===== config.mk =====
export PLATFORM = sky130hd
export DESIGN_NAME = id_ex_operand_stage_flat
export DESIGN_NICKNAME = d
export VERILOG_FILES = /design/src/rtl/id_ex_operand_stage_pkg.sv /design/src/rtl/id_ex_operand_stage_if.sv /design/src/rtl/id_ex_operand_stage_forward_unit.sv /design/src/rtl/id_ex_operand_stage.sv /design/src/flat_wrapper.sv
export SDC_FILE = /design/constraint.sdc
export NUM_CORES = 1
export LEC_CHECK = 0
export BUFFER_PORTS_ARGS = -buffer_cell sky130_fd_sc_hd__buf_4
export CAP_MARGIN = 20
export CORE_AREA = 2 2 222 224
export DETAILED_ROUTE_END_ITERATION = 8
export DIE_AREA = 0 0 224 226
export MAX_ROUTING_LAYER = met4
export SYNTH_ARGS = -nofsm -noshare
export SYNTH_HDL_FRONTEND = slang
export SYNTH_SLANG_ARGS = --single-unit

===== constraint.sdc =====
create_clock -name clk -period 8.33 [get_ports clk]
set_input_delay 0.833 -clock clk [delete_from_list [all_inputs] [get_ports clk]]
set_output_delay 0.833 -clock clk [all_outputs]
set_load 0.01 [all_outputs]

===== src/rtl/id_ex_operand_stage_pkg.sv =====
// Shared types for the ID/EX operand stage: widths, ALU codes, forward selects.
// Optional build macro: ID_EX_FORWARDING_EN (enables EX/MEM and MEM/WB bypass).
package riscv_pkg;

    localparam int XLEN = 64;
    localparam int RA_W = 5;

    localparam logic [3:0] ALU_AND = 4'b0000;
    localparam logic [3:0] ALU_OR  = 4'b0001;
    localparam logic [3:0] ALU_ADD = 4'b0010;
    localparam logic [3:0] ALU_SUB = 4'b0110;
    localparam logic [3:0] ALU_NOR = 4'b1100;
    localparam logic [3:0] ALU_SLL = 4'b1111;

    typedef enum logic [1:0] {
        FWD_NONE,
        FWD_MEMWB,
        FWD_EXMEM
    } fwd_sel_e;

    typedef struct packed {
        logic [RA_W-1:0] rs1;
        logic [RA_W-1:0] rs2;
        logic [RA_W-1:0] rd;
        logic [XLEN-1:0] rs1_data;
        logic [XLEN-1:0] rs2_data;
        logic [XLEN-1:0] imm;
        logic            alu_src;
        logic [3:0]      alu_op;
        logic            reg_write;
        logic            mem_read;
        logic            mem_write;
    } id_ex_t;

    // True when a non-x0 destination is read by the decode-slot instruction
    function automatic logic rs_hit(input logic [RA_W-1:0] rd, rs1, rs2,
                                    input logic uses_rs2);
        return (rd != '0) && ((rd == rs1) || (uses_rs2 && (rd == rs2)));
    endfunction

endpackage


===== src/rtl/id_ex_operand_stage_if.sv =====
// Bundle of decode, forwarding-source and EX-side signals of the operand stage.
// Optional build macro: ID_EX_FORWARDING_EN (memwb_* only consumed when defined).
interface id_ex_operand_stage_if;
    import riscv_pkg::*;

    logic            id_valid;
    logic            stall;
    logic            flush;
    logic [RA_W-1:0] id_rs1;
    logic [RA_W-1:0] id_rs2;
    logic [RA_W-1:0] id_rd;
    logic [XLEN-1:0] id_rs1_data;
    logic [XLEN-1:0] id_rs2_data;
    logic [XLEN-1:0] id_imm;
    logic            id_alu_src;
    logic [3:0]      id_alu_op;
    logic            id_reg_write;
    logic            id_mem_read;
    logic            id_mem_write;
    logic            id_uses_rs2;
    logic            exmem_reg_write;
    logic [RA_W-1:0] exmem_rd;
    logic [XLEN-1:0] exmem_result;
    logic            memwb_reg_write;
    logic [RA_W-1:0] memwb_rd;
    logic [XLEN-1:0] memwb_result;

    logic            hazard_stall;
    logic            ex_valid;
    logic [XLEN-1:0] alu_a;
    logic [XLEN-1:0] alu_b;
    logic [3:0]      alu_op;
    logic [XLEN-1:0] ex_store_data;
    logic [RA_W-1:0] ex_rd;
    logic            ex_reg_write;
    logic            ex_mem_read;
    logic            ex_mem_write;

    modport master (
        output id_valid, stall, flush, id_rs1, id_rs2, id_rd,
               id_rs1_data, id_rs2_data, id_imm, id_alu_src, id_alu_op,
               id_reg_write, id_mem_read, id_mem_write, id_uses_rs2,
               exmem_reg_write, exmem_rd, exmem_result,
               memwb_reg_write, memwb_rd, memwb_result,
        input  hazard_stall, ex_valid, alu_a, alu_b, alu_op,
               ex_store_data, ex_rd, ex_reg_write, ex_mem_read, ex_mem_write
    );

    modport slave (
        input  id_valid, stall, flush, id_rs1, id_rs2, id_rd,
               id_rs1_data, id_rs2_data, id_imm, id_alu_src, id_alu_op,
               id_reg_write, id_mem_read, id_mem_write, id_uses_rs2,
               exmem_reg_write, exmem_rd, exmem_result,
               memwb_reg_write, memwb_rd, memwb_result,
        output hazard_stall, ex_valid, alu_a, alu_b, alu_op,
               ex_store_data, ex_rd, ex_reg_write, ex_mem_read, ex_mem_write
    );

endinterface


===== src/rtl/id_ex_operand_stage_forward_unit.sv =====
// Combinational bypass-source selection for the two registered operands.
// Only instantiated when ID_EX_FORWARDING_EN is defined.
module forward_unit
    import riscv_pkg::*;
(
    input  logic [RA_W-1:0] rs1_i,
    input  logic [RA_W-1:0] rs2_i,
    input  logic            exmem_reg_write_i,
    input  logic [RA_W-1:0] exmem_rd_i,
    input  logic            memwb_reg_write_i,
    input  logic [RA_W-1:0] memwb_rd_i,
    output fwd_sel_e        sel_a_o,
    output fwd_sel_e        sel_b_o
);

    // Younger producer (EX/MEM) shadows the older one; x0 never bypasses
    function automatic fwd_sel_e pick(input logic [RA_W-1:0] rs);
        if (exmem_reg_write_i && (exmem_rd_i != '0) && (exmem_rd_i == rs))
            return FWD_EXMEM;
        if (memwb_reg_write_i && (memwb_rd_i != '0) && (memwb_rd_i == rs))
            return FWD_MEMWB;
        return FWD_NONE;
    endfunction

    assign sel_a_o = pick(rs1_i);
    assign sel_b_o = pick(rs2_i);

endmodule


===== src/rtl/id_ex_operand_stage.sv =====
// ID/EX pipeline register with load-use bubble insertion and operand delivery.
// Build macro ID_EX_FORWARDING_EN selects bypassing; otherwise RAW hits stall.
module id_ex_operand_stage
    import riscv_pkg::*;
(
    input  logic                 clk,
    input  logic                 reset,
    id_ex_operand_stage_if.slave io
);

    id_ex_t          stage_d, stage_q;
    logic            valid_d, valid_q;
    logic            load_use, raw_hit, hazard;
    logic [XLEN-1:0] rs1_fwd, rs2_fwd;

    always_comb begin
        load_use = io.id_valid & valid_q & stage_q.mem_read &
                   rs_hit(stage_q.rd, io.id_rs1, io.id_rs2, io.id_uses_rs2);
`ifdef ID_EX_FORWARDING_EN
        raw_hit = 1'b0;
`else
        // No bypass: any producer not yet in WB must drain first
        raw_hit = io.id_valid &
                  ((valid_q & stage_q.reg_write &
                    rs_hit(stage_q.rd, io.id_rs1, io.id_rs2, io.id_uses_rs2)) |
                   (io.exmem_reg_write &
                    rs_hit(io.exmem_rd, io.id_rs1, io.id_rs2, io.id_uses_rs2)));
`endif
        hazard = ~(io.stall | io.flush) & (load_use | raw_hit);
    end

    always_comb begin
        stage_d = stage_q;
        valid_d = valid_q;
        if (io.flush || hazard) begin
            valid_d           = 1'b0;
            stage_d.reg_write = 1'b0;
            stage_d.mem_read  = 1'b0;
            stage_d.mem_write = 1'b0;
        end else if (!io.stall) begin
            valid_d           = io.id_valid;
            stage_d.rs1       = io.id_rs1;
            stage_d.rs2       = io.id_rs2;
            stage_d.rd        = io.id_rd;
            stage_d.rs1_data  = io.id_rs1_data;
            stage_d.rs2_data  = io.id_rs2_data;
            stage_d.imm       = io.id_imm;
            stage_d.alu_src   = io.id_alu_src;
            stage_d.alu_op    = io.id_alu_op;
            stage_d.reg_write = io.id_reg_write & io.id_valid;
            stage_d.mem_read  = io.id_mem_read & io.id_valid;
            stage_d.mem_write = io.id_mem_write & io.id_valid;
        end
    end

    always_ff @(posedge clk or posedge reset) begin
        if (reset) begin
            stage_q <= '0;
            valid_q <= 1'b0;
        end else begin
            stage_q <= stage_d;
            valid_q <= valid_d;
        end
    end

`ifdef ID_EX_FORWARDING_EN
    fwd_sel_e sel_a, sel_b;

    forward_unit u_fwd (
        .rs1_i             (stage_q.rs1),
        .rs2_i             (stage_q.rs2),
        .exmem_reg_write_i (io.exmem_reg_write),
        .exmem_rd_i        (io.exmem_rd),
        .memwb_reg_write_i (io.memwb_reg_write),
        .memwb_rd_i        (io.memwb_rd),
        .sel_a_o           (sel_a),
        .sel_b_o           (sel_b)
    );

    function automatic logic [XLEN-1:0] pick(input fwd_sel_e sel,
                                             input logic [XLEN-1:0] rv, exm, mwb);
        unique case (sel)
            FWD_EXMEM: return exm;
            FWD_MEMWB: return mwb;
            default:   return rv;
        endcase
    endfunction

    assign rs1_fwd = pick(sel_a, stage_q.rs1_data, io.exmem_result, io.memwb_result);
    assign rs2_fwd = pick(sel_b, stage_q.rs2_data, io.exmem_result, io.memwb_result);
`else
    logic unused_fwd;

    assign rs1_fwd    = stage_q.rs1_data;
    assign rs2_fwd    = stage_q.rs2_data;
    assign unused_fwd = ^{io.exmem_result, io.memwb_reg_write, io.memwb_rd,
                          io.memwb_result, stage_q.rs1, stage_q.rs2};
`endif

    assign io.hazard_stall  = hazard;
    assign io.ex_valid      = valid_q;
    assign io.alu_a         = rs1_fwd;
    assign io.alu_b         = stage_q.alu_src ? stage_q.imm : rs2_fwd;
    assign io.ex_store_data = rs2_fwd;
    assign io.alu_op        = stage_q.alu_op;
    assign io.ex_rd         = stage_q.rd;
    assign io.ex_reg_write  = valid_q & stage_q.reg_write;
    assign io.ex_mem_read   = valid_q & stage_q.mem_read;
    assign io.ex_mem_write  = valid_q & stage_q.mem_write;

endmodule


===== src/flat_wrapper.sv =====
// flat-port wrapper written by rule: the top's interface ports become plain ports
module id_ex_operand_stage_flat import riscv_pkg::*;
  (clk, reset, io_id_valid, io_stall, io_flush, io_id_rs1, io_id_rs2, io_id_rd, io_id_rs1_data, io_id_rs2_data, io_id_imm, io_id_alu_src, io_id_alu_op, io_id_reg_write, io_id_mem_read, io_id_mem_write, io_id_uses_rs2, io_exmem_reg_write, io_exmem_rd, io_exmem_result, io_memwb_reg_write, io_memwb_rd, io_memwb_result, io_hazard_stall, io_ex_valid, io_alu_a, io_alu_b, io_alu_op, io_ex_store_data, io_ex_rd, io_ex_reg_write, io_ex_mem_read, io_ex_mem_write);
  id_ex_operand_stage_if io_i ();
  input  logic clk;
  input  logic reset;
  input wire logic [$bits(io_i.id_valid)-1:0] io_id_valid;
  input wire logic [$bits(io_i.stall)-1:0] io_stall;
  input wire logic [$bits(io_i.flush)-1:0] io_flush;
  input wire logic [$bits(io_i.id_rs1)-1:0] io_id_rs1;
  input wire logic [$bits(io_i.id_rs2)-1:0] io_id_rs2;
  input wire logic [$bits(io_i.id_rd)-1:0] io_id_rd;
  input wire logic [$bits(io_i.id_rs1_data)-1:0] io_id_rs1_data;
  input wire logic [$bits(io_i.id_rs2_data)-1:0] io_id_rs2_data;
  input wire logic [$bits(io_i.id_imm)-1:0] io_id_imm;
  input wire logic [$bits(io_i.id_alu_src)-1:0] io_id_alu_src;
  input wire logic [$bits(io_i.id_alu_op)-1:0] io_id_alu_op;
  input wire logic [$bits(io_i.id_reg_write)-1:0] io_id_reg_write;
  input wire logic [$bits(io_i.id_mem_read)-1:0] io_id_mem_read;
  input wire logic [$bits(io_i.id_mem_write)-1:0] io_id_mem_write;
  input wire logic [$bits(io_i.id_uses_rs2)-1:0] io_id_uses_rs2;
  input wire logic [$bits(io_i.exmem_reg_write)-1:0] io_exmem_reg_write;
  input wire logic [$bits(io_i.exmem_rd)-1:0] io_exmem_rd;
  input wire logic [$bits(io_i.exmem_result)-1:0] io_exmem_result;
  input wire logic [$bits(io_i.memwb_reg_write)-1:0] io_memwb_reg_write;
  input wire logic [$bits(io_i.memwb_rd)-1:0] io_memwb_rd;
  input wire logic [$bits(io_i.memwb_result)-1:0] io_memwb_result;
  output wire logic [$bits(io_i.hazard_stall)-1:0] io_hazard_stall;
  output wire logic [$bits(io_i.ex_valid)-1:0] io_ex_valid;
  output wire logic [$bits(io_i.alu_a)-1:0] io_alu_a;
  output wire logic [$bits(io_i.alu_b)-1:0] io_alu_b;
  output wire logic [$bits(io_i.alu_op)-1:0] io_alu_op;
  output wire logic [$bits(io_i.ex_store_data)-1:0] io_ex_store_data;
  output wire logic [$bits(io_i.ex_rd)-1:0] io_ex_rd;
  output wire logic [$bits(io_i.ex_reg_write)-1:0] io_ex_reg_write;
  output wire logic [$bits(io_i.ex_mem_read)-1:0] io_ex_mem_read;
  output wire logic [$bits(io_i.ex_mem_write)-1:0] io_ex_mem_write;
  assign io_i.id_valid = io_id_valid;
  assign io_i.stall = io_stall;
  assign io_i.flush = io_flush;
  assign io_i.id_rs1 = io_id_rs1;
  assign io_i.id_rs2 = io_id_rs2;
  assign io_i.id_rd = io_id_rd;
  assign io_i.id_rs1_data = io_id_rs1_data;
  assign io_i.id_rs2_data = io_id_rs2_data;
  assign io_i.id_imm = io_id_imm;
  assign io_i.id_alu_src = io_id_alu_src;
  assign io_i.id_alu_op = io_id_alu_op;
  assign io_i.id_reg_write = io_id_reg_write;
  assign io_i.id_mem_read = io_id_mem_read;
  assign io_i.id_mem_write = io_id_mem_write;
  assign io_i.id_uses_rs2 = io_id_uses_rs2;
  assign io_i.exmem_reg_write = io_exmem_reg_write;
  assign io_i.exmem_rd = io_exmem_rd;
  assign io_i.exmem_result = io_exmem_result;
  assign io_i.memwb_reg_write = io_memwb_reg_write;
  assign io_i.memwb_rd = io_memwb_rd;
  assign io_i.memwb_result = io_memwb_result;
  assign io_hazard_stall = io_i.hazard_stall;
  assign io_ex_valid = io_i.ex_valid;
  assign io_alu_a = io_i.alu_a;
  assign io_alu_b = io_i.alu_b;
  assign io_alu_op = io_i.alu_op;
  assign io_ex_store_data = io_i.ex_store_data;
  assign io_ex_rd = io_i.ex_rd;
  assign io_ex_reg_write = io_i.ex_reg_write;
  assign io_ex_mem_read = io_i.ex_mem_read;
  assign io_ex_mem_write = io_i.ex_mem_write;
  id_ex_operand_stage u_core (.clk(clk), .reset(reset), .io(io_i));
endmodule

# Word-level counts from Yosys, hierarchy flattened
# Index checks and enable logic that the tools add are counted.
# W data, S select, Z words.
# totals
wordCells	49
output_inout_bits	206
inputBits	361
reg_bits	206
# op_classes
bitwise	19
n_reduce_logical	10
eq_ne	5
n_mux	5
# ops
op	count
$mux W64	1
$eq A5 B5 Y1	4
$and A1 B1 Y1	13
$reduce_bool A5 Y1	2
$mux W3	2
$logic_and A1 B1 Y1	4
$logic_or A1 B1 Y1	3
$not A1 Y1	3
$or A1 B1 Y1	3
$mux W1	2
$ne A2 B1 Y1 const B	1
$reduce_and A2 Y1	1

# Logic depth before layout (Yosys ltp)
# depth
word_depth	12
mapped_depth	8
ltp_nobuf	6

# Worst setup path after synthesis
# Ideal clock, no wire load.
# synth_timing
path_type	input-to-reg
start	in io_exmem_rd[0]
end	reg u_core.stage_q (netlist bit u_core.io.alu_a[0])
t_required_ns	8.203
n_path_buf	2
slack_ns	5.617
arrival_ns	2.585
cell_stages	6
path_cell_list	or4_1 -> o21a_1 -> a311oi_2 -> buf_4 -> buf_6 -> mux2_1
# synth_between
elab_chain_len	12
word_cells_on_any_way	14
classes_between	2 x eq/ne; 6 x bitwise; 6 x reduce/logical
# synth_rtl
element	line	text
start: declaration	flat_wrapper.sv:23	input wire logic [$bits(io_i.exmem_rd)-1:0] io_exmem_rd;
$eq A5 B5 Y1	id_ex_operand_stage_pkg.sv:38	return (rd != '0) && ((rd == rs1) || (uses_rs2 && (rd == rs2)));
$logic_and A1 B1 Y1	id_ex_operand_stage_pkg.sv:38	
$logic_or A1 B1 Y1	id_ex_operand_stage_pkg.sv:38	
$logic_and A1 B1 Y1 *	id_ex_operand_stage_pkg.sv:38	
$and A1 B1 Y1 *	id_ex_operand_stage.sv:26	(io.exmem_reg_write &
$or A1 B1 Y1 *	id_ex_operand_stage.sv:25	rs_hit(stage_q.rd, io.id_rs1, io.id_rs2, io.id_uses_rs2)) |
$and A1 B1 Y1 *	id_ex_operand_stage.sv:23	raw_hit = io.id_valid &
$or A1 B1 Y1 *	id_ex_operand_stage.sv:29	hazard = ~(io.stall | io.flush) & (load_use | raw_hit);
$and A1 B1 Y1 *	id_ex_operand_stage.sv:29	
$logic_or A1 B1 Y1 *	id_ex_operand_stage.sv:35	if (io.flush || hazard) begin
$not A1 Y1 (no source line) *	n/a	
$reduce_and A2 Y1 (no source line) *	n/a	
end signal: assignment	id_ex_operand_stage.sv:61	stage_q <= stage_d;
end: declaration	id_ex_operand_stage.sv:11	id_ex_t stage_d, stage_q;
# Every way passes the cells marked *; elsewhere a longest branch is shown, timed or not.
# A chain may end at the register's enable or synchronous reset.

# Final worst setup path
# layout_timing
start	reg u_core.stage_q (netlist bit u_core.io.ex_rd[0])
end	reg u_core.stage_q (netlist bit u_core.io.ex_store_data[31])
# layout_between
elab_chain_len	12
word_cells_on_any_way	15
classes_between	2 x eq/ne; 7 x bitwise; 6 x reduce/logical
# layout_rtl
element	line	text
$eq A5 B5 Y1	id_ex_operand_stage_pkg.sv:38	
$logic_and A1 B1 Y1	id_ex_operand_stage_pkg.sv:38	
$logic_or A1 B1 Y1	id_ex_operand_stage_pkg.sv:38	
$logic_and A1 B1 Y1 *	id_ex_operand_stage_pkg.sv:38	
$and A1 B1 Y1	id_ex_operand_stage.sv:24	((valid_q & stage_q.reg_write &
$or A1 B1 Y1	id_ex_operand_stage.sv:25	
$and A1 B1 Y1	id_ex_operand_stage.sv:23	
$or A1 B1 Y1 *	id_ex_operand_stage.sv:29	
$and A1 B1 Y1 *	id_ex_operand_stage.sv:29	
$logic_or A1 B1 Y1 *	id_ex_operand_stage.sv:35	
$not A1 Y1 (no source line) *	n/a	
$reduce_and A2 Y1 (no source line) *	n/a	
# Marked as above.

==> metrics.md <==
| Metric | Value |
|---|---|
| Status | `completed` |
| Die Span Y | `roughly 230 µm` |
| DRC violations left | `0` |
| NetSw | `0.0008601 W` |
| Register area share after synthesis | `0.5271` |
| CTS tree | `yes` |
| CP Launch Type | `flip-flop` |
| Crit path max fanout | `70` |
| Final wirelength | `about 26000 µm` |
| Comb power frac | `0.236` |
| Clk_lat worst skew | `540 ps` |
| Pleak | `a little over 6 nW` |
| Clk sinks | `206` |
| Rows | `roughly 80` |
| Period utilisation layout | `0.4371` |
| Clk_skew | `approximately 20 ps` |
| Grt ovf | `0` |
| First-pass GRT wire length | `38940 µm` |
| Die W | `about 220 µm` |
| ANT nets after route | `0` |
| Inserted Clock Buffers | `26` |
| GPL Wtd Cong | `just under 0.8` |
| Synthesized area | `9781 µm²` |
| Via density | `roughly 3.8` |
| Share of cells above drive strength 1 | `0.5696` |
| Initial antenna violation count | `1` |
| DP HPWL | `18680 µm` |
| Die Area | `50620 µm²` |
| Post-synth ARST share | `1.000` |
| Fin. max-slew vios | `0` |
| Syn_nets | `1049` |
| Initial Util | `0.2023` |
| WP data arrival | `between 4000 and 5000 ps` |
| Synth top area cells | `dfrtp_1 (53%), mux2_1 (21%), buf_4 (11%), mux2_2 (9.9%), xor2_1 (1.3%)` |
| Post_cts resized | `0` |
| FF/Latch Area | `between 5000 and 6000 µm²` |
| RSZ-0062 raised after global routing | `no` |
| Post CTS Setup Buffer Count | `0` |
| GRT Total Usage | `0.1008` |
| Avg Inst Size Synth | `between 10 and 15 µm²` |
| Leading area contributor after synthesis | `dfrtp_1` |
| Vias | `around 6200` |
| Setup Viol. Count Final | `0` |
| Max Fclk | `approximately 270 MHz` |
| Slew Limit Headroom | `0.2824` |
| CTS H-tree depth | `1` |
| Max rail drop VDD | `~0.13 mV` |
| Minimum clock period | `~3600 ps` |
| Req. time, crit path | `8730 ps` |
| Final net count | `~1300` |
| Port-buffer cells | `about 430` |
| Drt wl/cell | `15.75 µm` |
| Power per cell area | `approximately 230 nW/µm²` |
| Setup CP Type | `flip-flop to flip-flop` |
| Synthesis Warnings | `0` |
| Number of max-cap violations | `0` |
| Setup TNS | `0 ps` |
| IO Count | `around 570` |
| DR iter-0 viols | `160` |
| Internal | `roughly 0.0023 W` |
| Core area | `around 48000 µm²` |
| Final Total Pwr | `about 0.0032 W` |
| Pin count of the biggest net entering global routing | `just over 100` |
| Clock power share | `0.363` |
| Fin. Hold Viols | `0` |
| Post-synth EDFFs | `0` |
| Layout fillers | `between 4000 and 5000` |
| Synth unique cells | `28` |
| Vias in the first global route | `6698` |
| DR pass1 iterations | `4` |
| Area growth, synth to finish | `38.06%` |
| Most used DFF post-synth | `dfrtp_1` |
| Clk slew on worst S/H paths | `approximately 60 ps` |
| Clock tree buffer depth | `3` |
| Area fraction of the dominant cell type after synthesis | `0.5271` |
| Worst Tran Pin Value | `1076 ps` |
| Area of the multi-input gates | `about 3400 µm²` |
| Sequential Power Share | `0.401` |
| Yosys reg bits | `between 200 and 250` |
| # hold bufs at CTS | `0` |
| Net Sw Frac | `0.2718` |
| Root Driver | `clkbuf_16` |
| Hold Crit Class | `primary input to async pin` |
| Critical Path Sink Type | `flip-flop` |
| Gate Count Post-Synth | `approximately 700` |
## cells in the final DEF, fill, tap and decap left out, types with 2 or more instances in the layout
master / instances
buf_4: 438
or4_1: 2
bufinv_16: 2
clkbuf_8: 6
mux2_1: 180
and2_1: 3
xnor2_1: 5
clkinvlp_4: 5
a32o_1: 3
clkbuf_16: 27
nand3_1: 2
mux2_2: 86
clkbuf_1: 2
xor2_1: 15
dfrtp_1: 205
nor2_1: 3
clkinv_2: 4
nor4_1: 2
nor2b_1: 2
## per-layer routing
metal	track usage	vias to the layer above	routed length (µm)	part of all wire
li1	-	2854	-	-
met1	0.1206	3063	10480	0.41
met2	0.1654	234	12740	0.50
met3	0.02368	43	1710	0.067
met4	0.03699	0	729	0.028
met5	-	-	0	0
## area by class of cell
type / instances / share of cell area
clock inverters: 11 / 0.008710
multi-input cells: 314 / 0.2501
diodes: 1 / 0.0001853
clock buffers: 35 / 0.05671
well taps: 622 / 0.05764
inverters: 2 / 0.001112
repair buffers: 438 / 0.2435
flip-flops and latches: 206 / 0.3820
## power groups by stage
stage,Combinational [W],Sequential [W],Clock [W]
2_1_floorplan,0.000513,0.00123,0
3_3_place_gp,0.000753,0.00128,0
3_5_place_dp,0.000760,0.00129,0
4_1_cts,0.000763,0.00127,0.00119
5_1_grt,0.000807,0.00130,0.00123
6_report,0.000747,0.00127,0.00115
## worst max-delay path, stage by stage (launching register included)
cell      delay [ps]
dfrtp_1          460
or4_1            560
o22a_1           220
nand2_1           70
nor2_1            60
a311oi_4         220
buf_4            580
buf_4            800
mux2_1           390
## cells by family (layout without fill, tap and decap cells)
kind of cell | count (synthesis) | after routing | share of synthesized area
AO/OA/AOI/OAI | 11 | 11 | 0.01023
XOR/XNOR | 20 | 20 | 0.01791
buffers and inverters | 168 | 486 | 0.1288
flip-flops | 206 | 206 | 0.5271
multiplexers | 266 | 266 | 0.3063
other | 0 | 1 | 0
AND/OR/NAND/NOR | 17 | 17 | 0.009721
## synth_stat cells (3+ instances only)
master and number:
buf_6 10, mux2_2 86, buf_4 147, mux2_1 180, xnor2_1 5, dfrtp_1 206, clkbuf_1 7, and2_1 3
nor2_1 3, a32o_1 3, xor2_1 15
## flip-flops by register name (all words and copies together) (netlist names)
name                     count
u_core.io.alu_op             4
u_core.stage_q              68
u_core.io.alu_a             64
u_core.io.ex_valid           1
u_core.io.ex_store_data     64
u_core.io.ex_rd              5
## path summary, 6_finish.rpt
path | start | end | slack [ps] | cells after the start
min in group clk | u_core.stage_q[19]$_DFFE_PP0P_ | u_core.stage_q[19]$_DFFE_PP0P_ | 480 | 1
setup reg to reg | u_core.io.ex_rd[0]$_DFFE_PP0P_ | u_core.io.ex_store_data[31]$_DFFE_PP0P_ | 4690 | 8
setup / recovery | u_core.io.ex_rd[0]$_DFFE_PP0P_ | u_core.io.ex_store_data[31]$_DFFE_PP0P_ | 4690 | 8
hold reg to reg | u_core.stage_q[19]$_DFFE_PP0P_ | u_core.stage_q[19]$_DFFE_PP0P_ | 480 | 1
hold / removal | reset | u_core.io.ex_store_data[46]$_DFFE_PP0P_ | 440 | 2
max in group asynchronous | reset | u_core.io.ex_store_data[6]$_DFFE_PP0P_ | 6430 | 3
## per-stage QoR
stage | cells | area [µm²] | hold slack (ps) | util | setup slack, ps
after floorplan | 688 | 9781 | 452.2 | - | 1873
after global placement | 1582 | 12620 | 461.3 | 0.2610 | 4159
after detailed placement | 1582 | 12620 | 470.1 | 0.2610 | 4146
after CTS | 1628 | 13500 | 445.2 | 0.2793 | 4581
after global routing | 1629 | 13500 | 482.3 | 0.2793 | 4430
final | 1629 | 13500 | 439.2 | 0.2793 | 4689
Note: power is estimated with default switching activity, not from simulation.
